**src/rtl/bht_update_ctrl.sv**
```systemverilog
// bht_update_ctrl: arbitrates the 8-entry 2-bit branch history table between
// fetch-stage lookups and queued resolved-branch updates. Updates wait in a
// small FIFO and slip in on cycles fetch leaves idle; when the FIFO fills or
// the head entry has waited too long, the update is forced and fetch stalls.
module bht_update_ctrl #(
  parameter int DEPTH        = 4,
  parameter int STARVE_LIMIT = 8,
  parameter int IDX_W        = 3
) (
  input  logic                       clk,
  input  logic                       reset_n,
  input  logic                       fetch_req,
  input  logic [15:0]                fetch_pc,
  output logic                       fetch_grant,
  output logic                       fetch_stall,
  output logic                       pred_taken,
  input  logic                       upd_valid,
  input  logic [15:0]                upd_pc,
  input  logic                       upd_taken,
  output logic                       upd_ready,
  output logic [IDX_W-1:0]           tbl_idx,
  output logic                       tbl_load,
  output logic                       tbl_branched,
  input  logic                       tbl_predict,
  output logic [$clog2(DEPTH):0]     occupancy
);

  localparam int PTR_W = $clog2(DEPTH);
  localparam int CNT_W = $clog2(DEPTH) + 1;
  localparam int AGE_W = $clog2(STARVE_LIMIT + 1);

  localparam logic [CNT_W-1:0] FULL_CNT = CNT_W'(DEPTH);
  localparam logic [AGE_W-1:0] AGE_MAX  = AGE_W'(STARVE_LIMIT);

  typedef enum logic [1:0] {
    IDLE  = 2'd0,
    PEND  = 2'd1,
    FORCE = 2'd2
  } state_e;

  typedef struct packed {
    logic [IDX_W-1:0] idx;
    logic             taken;
  } upd_entry_t;

  state_e           state_q, state_d;
  logic [CNT_W-1:0] count_q, count_d;
  logic [AGE_W-1:0] age_q, age_d;
  logic [PTR_W-1:0] wr_ptr_q, wr_ptr_d;
  logic [PTR_W-1:0] rd_ptr_q, rd_ptr_d;
  upd_entry_t       mem_q [DEPTH];
  upd_entry_t       mem_d [DEPTH];
  logic             out_en_q, out_en_d;

  logic             full;
  logic             ready_int;
  logic             push;
  logic             pop;
  logic [IDX_W-1:0] fetch_idx;
  upd_entry_t       head;

  // PC bits outside the index field carry no information for the table.
  logic unused_pc_bits;
  assign unused_pc_bits = ^{fetch_pc[15:IDX_W+1], fetch_pc[0],
                            upd_pc[15:IDX_W+1], upd_pc[0]};

  assign fetch_idx = fetch_pc[IDX_W:1];
  assign head      = mem_q[rd_ptr_q];

  // FIFO handshake, pop decision, and next count/age/state derived from them.
  always_comb begin
    full      = (count_q == FULL_CNT);
    ready_int = out_en_q & ~full;
    push      = upd_valid & ready_int;
    pop       = (state_q == FORCE) | ((state_q == PEND) & ~fetch_req);

    out_en_d  = 1'b1;
    wr_ptr_d  = wr_ptr_q;
    rd_ptr_d  = rd_ptr_q;
    count_d   = count_q;
    mem_d     = mem_q;

    if (push) begin
      mem_d[wr_ptr_q] = '{idx: upd_pc[IDX_W:1], taken: upd_taken};
      wr_ptr_d        = wr_ptr_q + PTR_W'(1);
    end
    if (pop) begin
      rd_ptr_d = rd_ptr_q + PTR_W'(1);
    end

    case ({push, pop})
      2'b10:   count_d = count_q + CNT_W'(1);
      2'b01:   count_d = count_q - CNT_W'(1);
      default: count_d = count_q;
    endcase

    // A fresh head (after a pop, or arriving into an empty FIFO) starts at 0.
    if (pop || (count_q == '0)) begin
      age_d = '0;
    end else if (age_q < AGE_MAX) begin
      age_d = age_q + AGE_W'(1);
    end else begin
      age_d = age_q;
    end

    if (count_d == '0) begin
      state_d = IDLE;
    end else if ((count_d == FULL_CNT) || (age_d >= AGE_MAX)) begin
      state_d = FORCE;
    end else begin
      state_d = PEND;
    end
  end

  // Table ownership for the current cycle; everything is held at 0 until the
  // first clock edge after reset release.
  always_comb begin
    fetch_grant  = 1'b0;
    fetch_stall  = 1'b0;
    tbl_load     = 1'b0;
    tbl_branched = 1'b0;
    tbl_idx      = '0;
    if (out_en_q) begin
      case (state_q)
        IDLE: begin
          if (fetch_req) begin
            fetch_grant = 1'b1;
            tbl_idx     = fetch_idx;
          end
        end
        PEND: begin
          if (fetch_req) begin
            fetch_grant = 1'b1;
            tbl_idx     = fetch_idx;
          end else begin
            tbl_load     = 1'b1;
            tbl_idx      = head.idx;
            tbl_branched = head.taken;
          end
        end
        FORCE: begin
          fetch_stall  = fetch_req;
          tbl_load     = 1'b1;
          tbl_idx      = head.idx;
          tbl_branched = head.taken;
        end
        default: begin
          fetch_grant = 1'b0;
        end
      endcase
    end
    pred_taken = fetch_grant & tbl_predict;
    upd_ready  = ready_int;
    occupancy  = count_q;
  end

  // State, FIFO storage and bookkeeping registers; reset discards queued work.
  always_ff @(posedge clk or negedge reset_n) begin
    if (!reset_n) begin
      state_q  <= IDLE;
      count_q  <= '0;
      age_q    <= '0;
      wr_ptr_q <= '0;
      rd_ptr_q <= '0;
      mem_q    <= '{default: '0};
      out_en_q <= 1'b0;
    end else begin
      state_q  <= state_d;
      count_q  <= count_d;
      age_q    <= age_d;
      wr_ptr_q <= wr_ptr_d;
      rd_ptr_q <= rd_ptr_d;
      mem_q    <= mem_d;
      out_en_q <= out_en_d;
    end
  end

endmodule
```
**config.mk**
```make
export PLATFORM = sky130hd
export DESIGN_NAME = bht_update_ctrl
export DESIGN_NICKNAME = d
export VERILOG_FILES = /design/src/rtl/bht_update_ctrl.sv
export SDC_FILE = /design/constraint.sdc
export NUM_CORES = 1
export LEC_CHECK = 0
export ABC_CLOCK_PERIOD_IN_PS = 7300
export CORE_AREA = 8 8 71 73
export DETAILED_ROUTE_END_ITERATION = 7
export DIE_AREA = 0 0 79 81
export PLACE_DENSITY = 0.7
export RECOVER_POWER = 25
export SYNTH_ARGS = -nofsm -noshare
export SYNTH_HDL_FRONTEND = slang
export SYNTH_SLANG_ARGS = --single-unit
export TNS_END_PERCENT = 5
```
**constraint.sdc**
```tcl
create_clock -name clk -period 7.3 [get_ports clk]
set_input_delay 2.19 -clock clk [delete_from_list [all_inputs] [get_ports clk]]
set_output_delay 2.19 -clock clk [all_outputs]
set_load 0.02 [all_outputs]
```
Yosys cells after proc, flatten, opt, wreduce, memory -nomap -nowiden
Index checks and enable logic that the tools add are counted.

word-level totals
  bits in registers = 30
  input port bits = 38
  output and inout bits = 12
  word-level logic and storage cells = 72

cells by class
  add/subtract/negate cells = 5
  order comparisons = 5
  equality and inequality tests = 6
  muxes and demuxes = 26
  bitwise gates (word level) = 9
  reductions and logical operators = 7

operators by type and width
  kind                                                        number
  two-way mux 4 bit                                           5
  bitwise mux 16 bit                                          1
  two-way mux 1 bit                                           9
  two-way mux 3 bit                                           3
  case mux 3 bit (3 select lines)                             1
  binary-select mux 4 bit (select 2 bit)                      1
  demux 4 bit (select 2 bit)                                  1
  equality test 3 bit, second input constant                  2
  >= comparator 3 bit, second input constant                  2
  zero test 3 bit                                             2
  NOT 2 -> 3 bit                                              2
  case mux 3 bit (2 select lines)                             1
  adder 2 x 1 -> 2 bit, second input constant                 2
  adder 4 x 1 -> 4 bit, second input constant                 1
  bitwise AND 1 bit                                           4
  equality test 2 x 1 -> 1 bit, second input constant         2
  equality test 2 bit, second input constant                  2
  >= comparator 4 bit, second input constant                  1
  less-than comparator 4 bit, second input constant           1
  two-way mux 2 bit                                           2
  case mux 1 bit (2 select lines)                             2
  adder 3 x 1 -> 3 bit, second input constant                 1
  less-than comparator 3 x 1 -> 1 bit, second input constant  1
  subtractor 3 x 1 -> 3 bit, second input constant            1
  other kinds (6)                                             8

Depth between registers and ports, before layout
Gate-level depths: netlist of the first run.

  depth in word-level cells = 10
  mapped depth = 10

Worst setup path before layout of the first run
No wires, ideal clock.

  kind = input-to-output
  start point = in fetch_req
  end point = out tbl_branched
  arrival time = 2.992 ns
  slack = 2.118 ns
  stages on the path = 3
  cells stage by stage = nor2b_1 or2_0 and4_1

on the way
  word-level cells in the longest chain between the ends = 3

ends and longest elaborated chain
  item                             RTL line  source
  start, declared                  12        input logic fetch_req,
  two-way mux 1 bit                132       if (fetch_req) begin
  case mux 1 bit (2 select lines)  124       case (state_q)
  two-way mux 1 bit                123       if (out_en_q) begin
  end, declared                    23        output logic tbl_branched,

Every way passes these cells.

Worst setup path in the final report of the first run
Ends and elaborated chain as after synthesis.

==> impl_results.rst, run 1 <==
.. list-table::
   :header-rows: 1

   * - Metric
     - Value
   * - Post-layout utilization of the core
     - around half
   * - Clock period minus worst slack
     - about 6400 ps
   * - Post-Layout Inst Area
     - approximately 0.0019 mm2
   * - Number of nets at the end of the flow
     - 202
   * - DRC violation count after routing
     - 0
   * - Syn Std Cell Area
     - approximately 0.0016 mm2
   * - Global-route wire length before repair
     - between 5000 and 6000 um
   * - Worst vdd ir
     - ~0.19 mV
   * - Die Y-Extent
     - 81 um
   * - Worst hold-check slack
     - roughly 500 ps
   * - Final RePlAce weighted congestion
     - just over 0.7
   * - First drt pass iteration count
     - 4
   * - Clock sink count
     - 30
   * - EDFF count, synth
     - 0
   * - Routed wire length per instance
     - between 15 and 20 um
   * - Clock root buffer
     - sky130_fd_sc_hd__clkbuf_8
   * - Post-route antenna net violation count
     - 0
   * - Outcome
     - finished with violations
   * - Number of vias after detailed routing
     - ~1,000
   * - CTS clk-pin slew, worst paths
     - about 50 ps
   * - Inserted Diodes
     - 0
   * - Share of cells above drive strength 1
     - between 20% and 30%
   * - Final setup violation count
     - 0
   * - Cell types occupying the most area after synthesis
     - sky130_fd_sc_hd__dfrtp_1, sky130_fd_sc_hd__mux2_2, sky130_fd_sc_hd__ha_1
   * - Post-Place Cells
     - 196
   * - Top cells by count, synth
     - sky130_fd_sc_hd__dfrtp_1, sky130_fd_sc_hd__mux2_2, sky130_fd_sc_hd__ha_1, sky130_fd_sc_hd__inv_1
   * - Row count
     - 23
   * - Placeable core region
     - around 0.0039 mm2
   * - Synth cell types
     - 37
   * - Worst slack after detailed placement
     - slightly above 900 ps
   * - Horizontal die dimension
     - around 79 um
   * - Fmax achieved
     - approximately 160 MHz
   * - Number of antenna violations at the first check in global routing
     - 0
   * - Crit path setup slack, layout
     - slightly above 900 ps
   * - CTS H-Tree Depth
     - 2
   * - Largest fanout on the critical path
     - 7
   * - DRC violation total after the first TritonRoute iteration
     - 24
   * - Final Max Slew Viols
     - 31
   * - Design Power
     - 0.7815 mW
   * - Hold buffer count at cts
     - 0
   * - Setup clock skew after layout
     - roughly 7.7 ps
   * - Synthesized netlist cell count
     - about 120
   * - Buffers from clock root to sink, at most
     - 2
   * - All-layer global routing usage
     - 10.55%
   * - Final Hold Vio Count
     - 0
   * - Top_reg_cell synth
     - sky130_fd_sc_hd__dfrtp_1
   * - Area Overhead vs Synth
     - 23.28%
   * - Total power divided by cell area
     - roughly 410 mW/mm2
   * - Unrepaired setup endpoints after global routing
     - false
   * - Data arrival time of the critical path
     - approximately 4200 ps
   * - Count of synthesis-stage warnings from yosys
     - 0
   * - Leftover overflow at the end of global routing
     - 0
   * - Maximum capacitance violations
     - 1
   * - Sequential cell area fraction in the yosys report
     - about half
   * - Die footprint
     - 0.006399 mm2
   * - Standby leakage power
     - 0.8481 nW
   * - Pin count of the biggest net entering global routing
     - 31
   * - Worst rel slew slack
     - -5.779%
   * - Synth area leader
     - sky130_fd_sc_hd__dfrtp_1
   * - Placement-stage cell area
     - roughly 0.0019 mm2
   * - Final std cells w/o fill
     - approximately 200
   * - Kind of path behind the tightest hold check
     - flop to flop
   * - Synth Register Bits
     - 30
   * - CTS tree
     - done
   * - CP Capture Type
     - output pin
   * - I/O pin count
     - 50
   * - Mean post-synth cell area
     - 12.61 um2
   * - Cell with the most instances after synthesis
     - sky130_fd_sc_hd__dfrtp_1
   * - Sum of negative setup slack
     - 0 ps
   * - Insertion delay to the later sink of the worst-skew pair
     - roughly 270 ps
   * - Cts bufs inserted
     - 5
   * - Fraction of synthesized cell area taken by the top area cell type
     - about half
   * - Count of port buffers added during placement
     - 23
   * - Violations in the final reports
     - max-capacitance violations, max-slew violations
   * - Initial Util
     - between 30% and 40%
   * - Via density
     - between 5 and 6
   * - Syn nets
     - between 150 and 200
   * - Data required time of the critical path
     - slightly above 5000 ps
   * - Total half-perimeter wirelength after legalization and detailed placement
     - 2399 um
   * - Post-cts resize count
     - 0
   * - Detailed Route WL
     - 3053 um
   * - CP Launch Type
     - input port
   * - Via count of the first global-routing pass
     - between 1,000 and 1,500
   * - Post-route fraction of the period consumed by the critical path
     - 87.40%
   * - Critical path type
     - input port to output pin
   * - Buffer count from post-CTS setup fixing
     - 0
   * - Worst-margin pin slew
     - roughly 1600 ps
   * - Share of flip-flops with an asynchronous set or reset after synthesis
     - between 90% and 100%
per-layer routing:
metal / vias to the layer above / track usage (%) / wire (um)
met4: 0 / 4.444 / 34
met3: 4 / 3.532 / 159
met2: 28 / 18.08 / 1583
met5: - / 0 / 0
li1: 498 / - / -
met1: 514 / 11.79 / 1275
path summary, 6_finish.rpt:
| path | startpoint | endpoint | slack, ps | cells past startpoint |
|---|---|---|---|---|
| setup reg to reg | state_q[1] | state_q[1] | 4460 | 10 |
| hold / removal | mem_q[2] | mem_q[2] | 500 | 1 |
| setup / recovery | fetch_req | tbl_branched | 920 | 5 |
| min in group asynchronous | reset_n | out_en_q | 2840 | 2 |
| max in group asynchronous | reset_n | mem_q[1] | 3520 | 2 |
| hold reg to reg | mem_q[2] | mem_q[2] | 500 | 1 |
final cells by class:
cell class | count | area [um2]
inverter | 8 | 30.03
timing repair buffer | 24 | 234.0
clock buffer | 7 | 76.32
tap | 50 | 62.56
multi-input combinational | 84 | 774.5
fill | 381 | 1986
sequential | 30 | 750.7
kinds of logic after synthesis:
logic type | share of synthesized area, %
AND/OR/NAND/NOR | 11.36
XOR/XNOR | 3.920
multiplexers | 18.88
other | 0.2398
buffers and inverters | 2.480
adder cells (fa/ha/maj) | 9.280
AO/OA/AOI/OAI | 5.840
flip-flops | 48.00
worst max-delay path, stage by stage:
cell	delay, ps
sky130_fd_sc_hd__clkdlybuf4s50_1	430
sky130_fd_sc_hd__nor2b_1	400
sky130_fd_sc_hd__or2_0	310
sky130_fd_sc_hd__and4_1	230
sky130_fd_sc_hd__clkdlybuf4s50_1	610
flip-flops by register name (all words and copies together) (netlist names):
signal	cells
mem_q	16
age_q	4
occupancy	3
rd_ptr_q	2
state_q	2
wr_ptr_q	2
out_en_q	1
power by group:
part / total (mW) / internal [mW] / switching [mW]
Combinational: 0.351 / 0.196 / 0.155
Clock: 0.118 / 0.0653 / 0.0530
Sequential: 0.312 / 0.246 / 0.0664
Total: 0.782 / 0.507 / 0.274
cell usage in the layout (no fill, tap or decap), types with 2 or more instances in the layout:
| master | n |
|---|---|
| sky130_fd_sc_hd__nor2b_1 | 2 |
| sky130_fd_sc_hd__clkbuf_1 | 3 |
| sky130_fd_sc_hd__or2_2 | 2 |
| sky130_fd_sc_hd__dfrtp_1 | 30 |
| sky130_fd_sc_hd__mux2_2 | 16 |
| sky130_fd_sc_hd__ha_1 | 10 |
| sky130_fd_sc_hd__xnor2_1 | 4 |
| sky130_fd_sc_hd__o21ai_0 | 4 |
| sky130_fd_sc_hd__and3_1 | 2 |
| sky130_fd_sc_hd__clkdlybuf4s50_1 | 22 |
| sky130_fd_sc_hd__xor2_1 | 3 |
| sky130_fd_sc_hd__nand4_1 | 4 |
| sky130_fd_sc_hd__nand2_1 | 4 |
| sky130_fd_sc_hd__a21oi_1 | 3 |
| sky130_fd_sc_hd__nor2_1 | 4 |
| sky130_fd_sc_hd__mux4_2 | 4 |
| sky130_fd_sc_hd__clkbuf_8 | 5 |
| sky130_fd_sc_hd__o211ai_1 | 3 |
| sky130_fd_sc_hd__inv_1 | 8 |
(Power assumes the default switching activity.)
==> inputs of run 2 (changes only) <==
--- a/config.mk
+++ b/config.mk
@@ -6,11 +6,10 @@
 export NUM_CORES = 1
 export LEC_CHECK = 0
 export ABC_CLOCK_PERIOD_IN_PS = 7300
-export CORE_AREA = 8 8 71 73
+export CORE_AREA = 8 8 66 68
 export DETAILED_ROUTE_END_ITERATION = 7
-export DIE_AREA = 0 0 79 81
-export PLACE_DENSITY = 0.7
-export RECOVER_POWER = 25
+export DIE_AREA = 0 0 74 76
+export PLACE_DENSITY = 0.81
 export SYNTH_ARGS = -nofsm -noshare
 export SYNTH_HDL_FRONTEND = slang
 export SYNTH_SLANG_ARGS = --single-unit
==> run 2 against run 1 <==
The flow now finishes without violations. Clock power shrank 21%. Sequential power hardly changed. Power decreased by 2.8%. Worst setup slack better by 36 ps. First-iteration DRC count grew 96%. Sequential share of layout area increased by 0.49 points. Die area down 12%.
==> impl_results.rst, run 2 (same netlist as run 1, synthesis figures left out) <==
.. list-table::
   :header-rows: 1

   * - Metric
     - Value
   * - CP delay by family, top
     - buffers and inverters
   * - Buffers from clock root to sink, at most
     - 2
   * - Critical path type
     - input port to output pin
   * - Number of vias after detailed routing
     - about 1,000
   * - I/O pin count
     - 50
   * - Post-route antenna net violation count
     - 0
   * - Clock period minus worst slack
     - about 6300 ps
   * - Die Y-Extent
     - between 70 and 80 um
   * - Sum of negative setup slack
     - 0 ps
   * - All-layer global routing usage
     - approximately an eighth
   * - Detailed Route WL
     - approximately 3200 um
   * - Die footprint
     - 0.005624 mm2
   * - Most frequent standard cell in the layout excluding fill and tap cells
     - sky130_fd_sc_hd__dfrtp_1
   * - Initial Util
     - between 40% and 50%
   * - Clock root buffer
     - sky130_fd_sc_hd__clkbuf_4
   * - Outcome
     - finished clean
   * - Fmax achieved
     - approximately 160 MHz
   * - Final Hold Vio Count
     - 0
   * - CP bufs+invs
     - 2
   * - Largest fanout on the critical path
     - 7
   * - Clock sink count
     - 30
   * - Fill cell count
     - 290
   * - Data required time of the critical path
     - roughly 5100 ps
   * - Series of cell instances along the critical path
     - clkdlybuf4s50_1 > nor2b_1 > or2_0 > and4_1 > clkdlybuf4s50_1
   * - Pin count of the biggest net entering global routing
     - 31
   * - Number of nets at the end of the flow
     - ~200
   * - Post-layout utilization of the core
     - ~55%
   * - Row count
     - 22
   * - Final Max Slew Viols
     - 0
   * - CTS H-Tree Depth
     - 2
   * - Setup clock skew after layout
     - around 4.0 ps
   * - Inserted Diodes
     - 0
   * - Share of cells above drive strength 1
     - between 20% and 30%
   * - CP Launch Type
     - input port
   * - Register with the highest flop count
     - mem_q
   * - Final RePlAce weighted congestion
     - around 0.76
   * - Unrepaired setup endpoints after global routing
     - false
   * - Crit-path most repeated cell
     - sky130_fd_sc_hd__clkdlybuf4s50_1
   * - Kind of path behind the tightest hold check
     - flop to flop
   * - Worst-path cell with the longest stage delay
     - sky130_fd_sc_hd__clkdlybuf4s50_1
   * - Worst vdd ir
     - ~0.17 mV
   * - Largest register FFs
     - 16
   * - Horizontal die dimension
     - roughly 74 um
   * - Beginning of the worst hold path
     - mem_q[4]
   * - Post-route fraction of the period consumed by the critical path
     - 86.91%
   * - Insertion delay to the later sink of the worst-skew pair
     - approximately 330 ps
   * - Total power divided by cell area
     - around 400 mW/mm2
   * - CTS clk-pin slew, worst paths
     - approximately 80 ps
   * - Cts bufs inserted
     - 5
   * - DRC violation total after the first TritonRoute iteration
     - 47
   * - Commonest cells after routing, fill and taps aside
     - sky130_fd_sc_hd__dfrtp_1, sky130_fd_sc_hd__clkdlybuf4s50_1, sky130_fd_sc_hd__mux2_2
   * - Standby leakage power
     - about 0.84 nW
   * - Data arrival time of the critical path
     - around 4200 ps
   * - First drt pass iteration count
     - 4
   * - Worst setup startpoint
     - fetch_req
   * - Placeable core region
     - approximately 0.0034 mm2
   * - Largest stage delay on the critical path
     - 610 ps
   * - Final setup violation count
     - 0
   * - Leftover overflow at the end of global routing
     - 0
   * - Area Overhead vs Synth
     - 21.76%
   * - Global-route wire length before repair
     - 5520 um
   * - Number of antenna violations at the first check in global routing
     - 0
   * - Total half-perimeter wirelength after legalization and detailed placement
     - between 2000 and 2500 um
   * - CTS tree
     - done
   * - DRC violation count after routing
     - 0
   * - Count of port buffers added during placement
     - 23
   * - Beginning of the worst register-to-register path
     - state_q[1]
   * - Post-cts resize count
     - 0
   * - Buffer count from post-CTS setup fixing
     - 0
   * - Routed wire length per instance
     - 15.80 um
   * - Hold buffer count at cts
     - 0
   * - Maximum capacitance violations
     - 0
   * - CP Capture Type
     - output pin
   * - Via count of the first global-routing pass
     - around 1,200
   * - Via density
     - 5.165
run 2: final cells by class:
cell class / count / area (um2) / area share [%]
clock buffers: 6 / 51.30 / 2.694
inverters: 8 / 30.03 / 1.577
multi-input cells: 84 / 774.5 / 40.67
flip-flops and latches: 30 / 750.7 / 39.42
well taps: 48 / 60.06 / 3.154
repair buffers: 24 / 237.7 / 12.48
run 2: metrics by stage:
step / std cells / setup WS, ps / hold slack [ps] / power [mW] / instance area [um2]
2_1_floorplan: 124 / 2118 / 473.9 / 0.5560 / 1564
3_3_place_gp: 194 / 991.1 / 480.8 / 0.6442 / 1853
3_5_place_dp: 194 / 968.5 / 488.7 / 0.6746 / 1853
4_1_cts: 200 / 953.9 / 507.8 / 0.7692 / 1904
5_1_grt: 200 / 798.2 / 532.8 / 0.8224 / 1904
6_report: 200 / 955.6 / 503.6 / 0.7599 / 1904
run 2: worst paths after layout:
path | endpoint | slack (ps) | cells after the start
setup / recovery | tbl_branched | 960 | 5
hold / removal | mem_q[4] | 500 | 1
setup reg to reg | state_q[1] | 4490 | 10
hold reg to reg | mem_q[4] | 500 | 1
max in group asynchronous | mem_q[3] | 4790 | 2
min in group asynchronous | occupancy[0] | 2240 | 2
run 2: routing by layer:
layer	GRT usage (%)	wire, um	up-vias
li1	-	-	496
met1	13.34	1261	506
met2	21.39	1654	24
met3	4.868	161	7
met4	8.000	82	0
met5	0	0	-
run 2: power breakdown:
part	internal, mW	switching, mW
Clock	0.0432	0.0495
Sequential	0.245	0.0690
Combinational	0.197	0.156
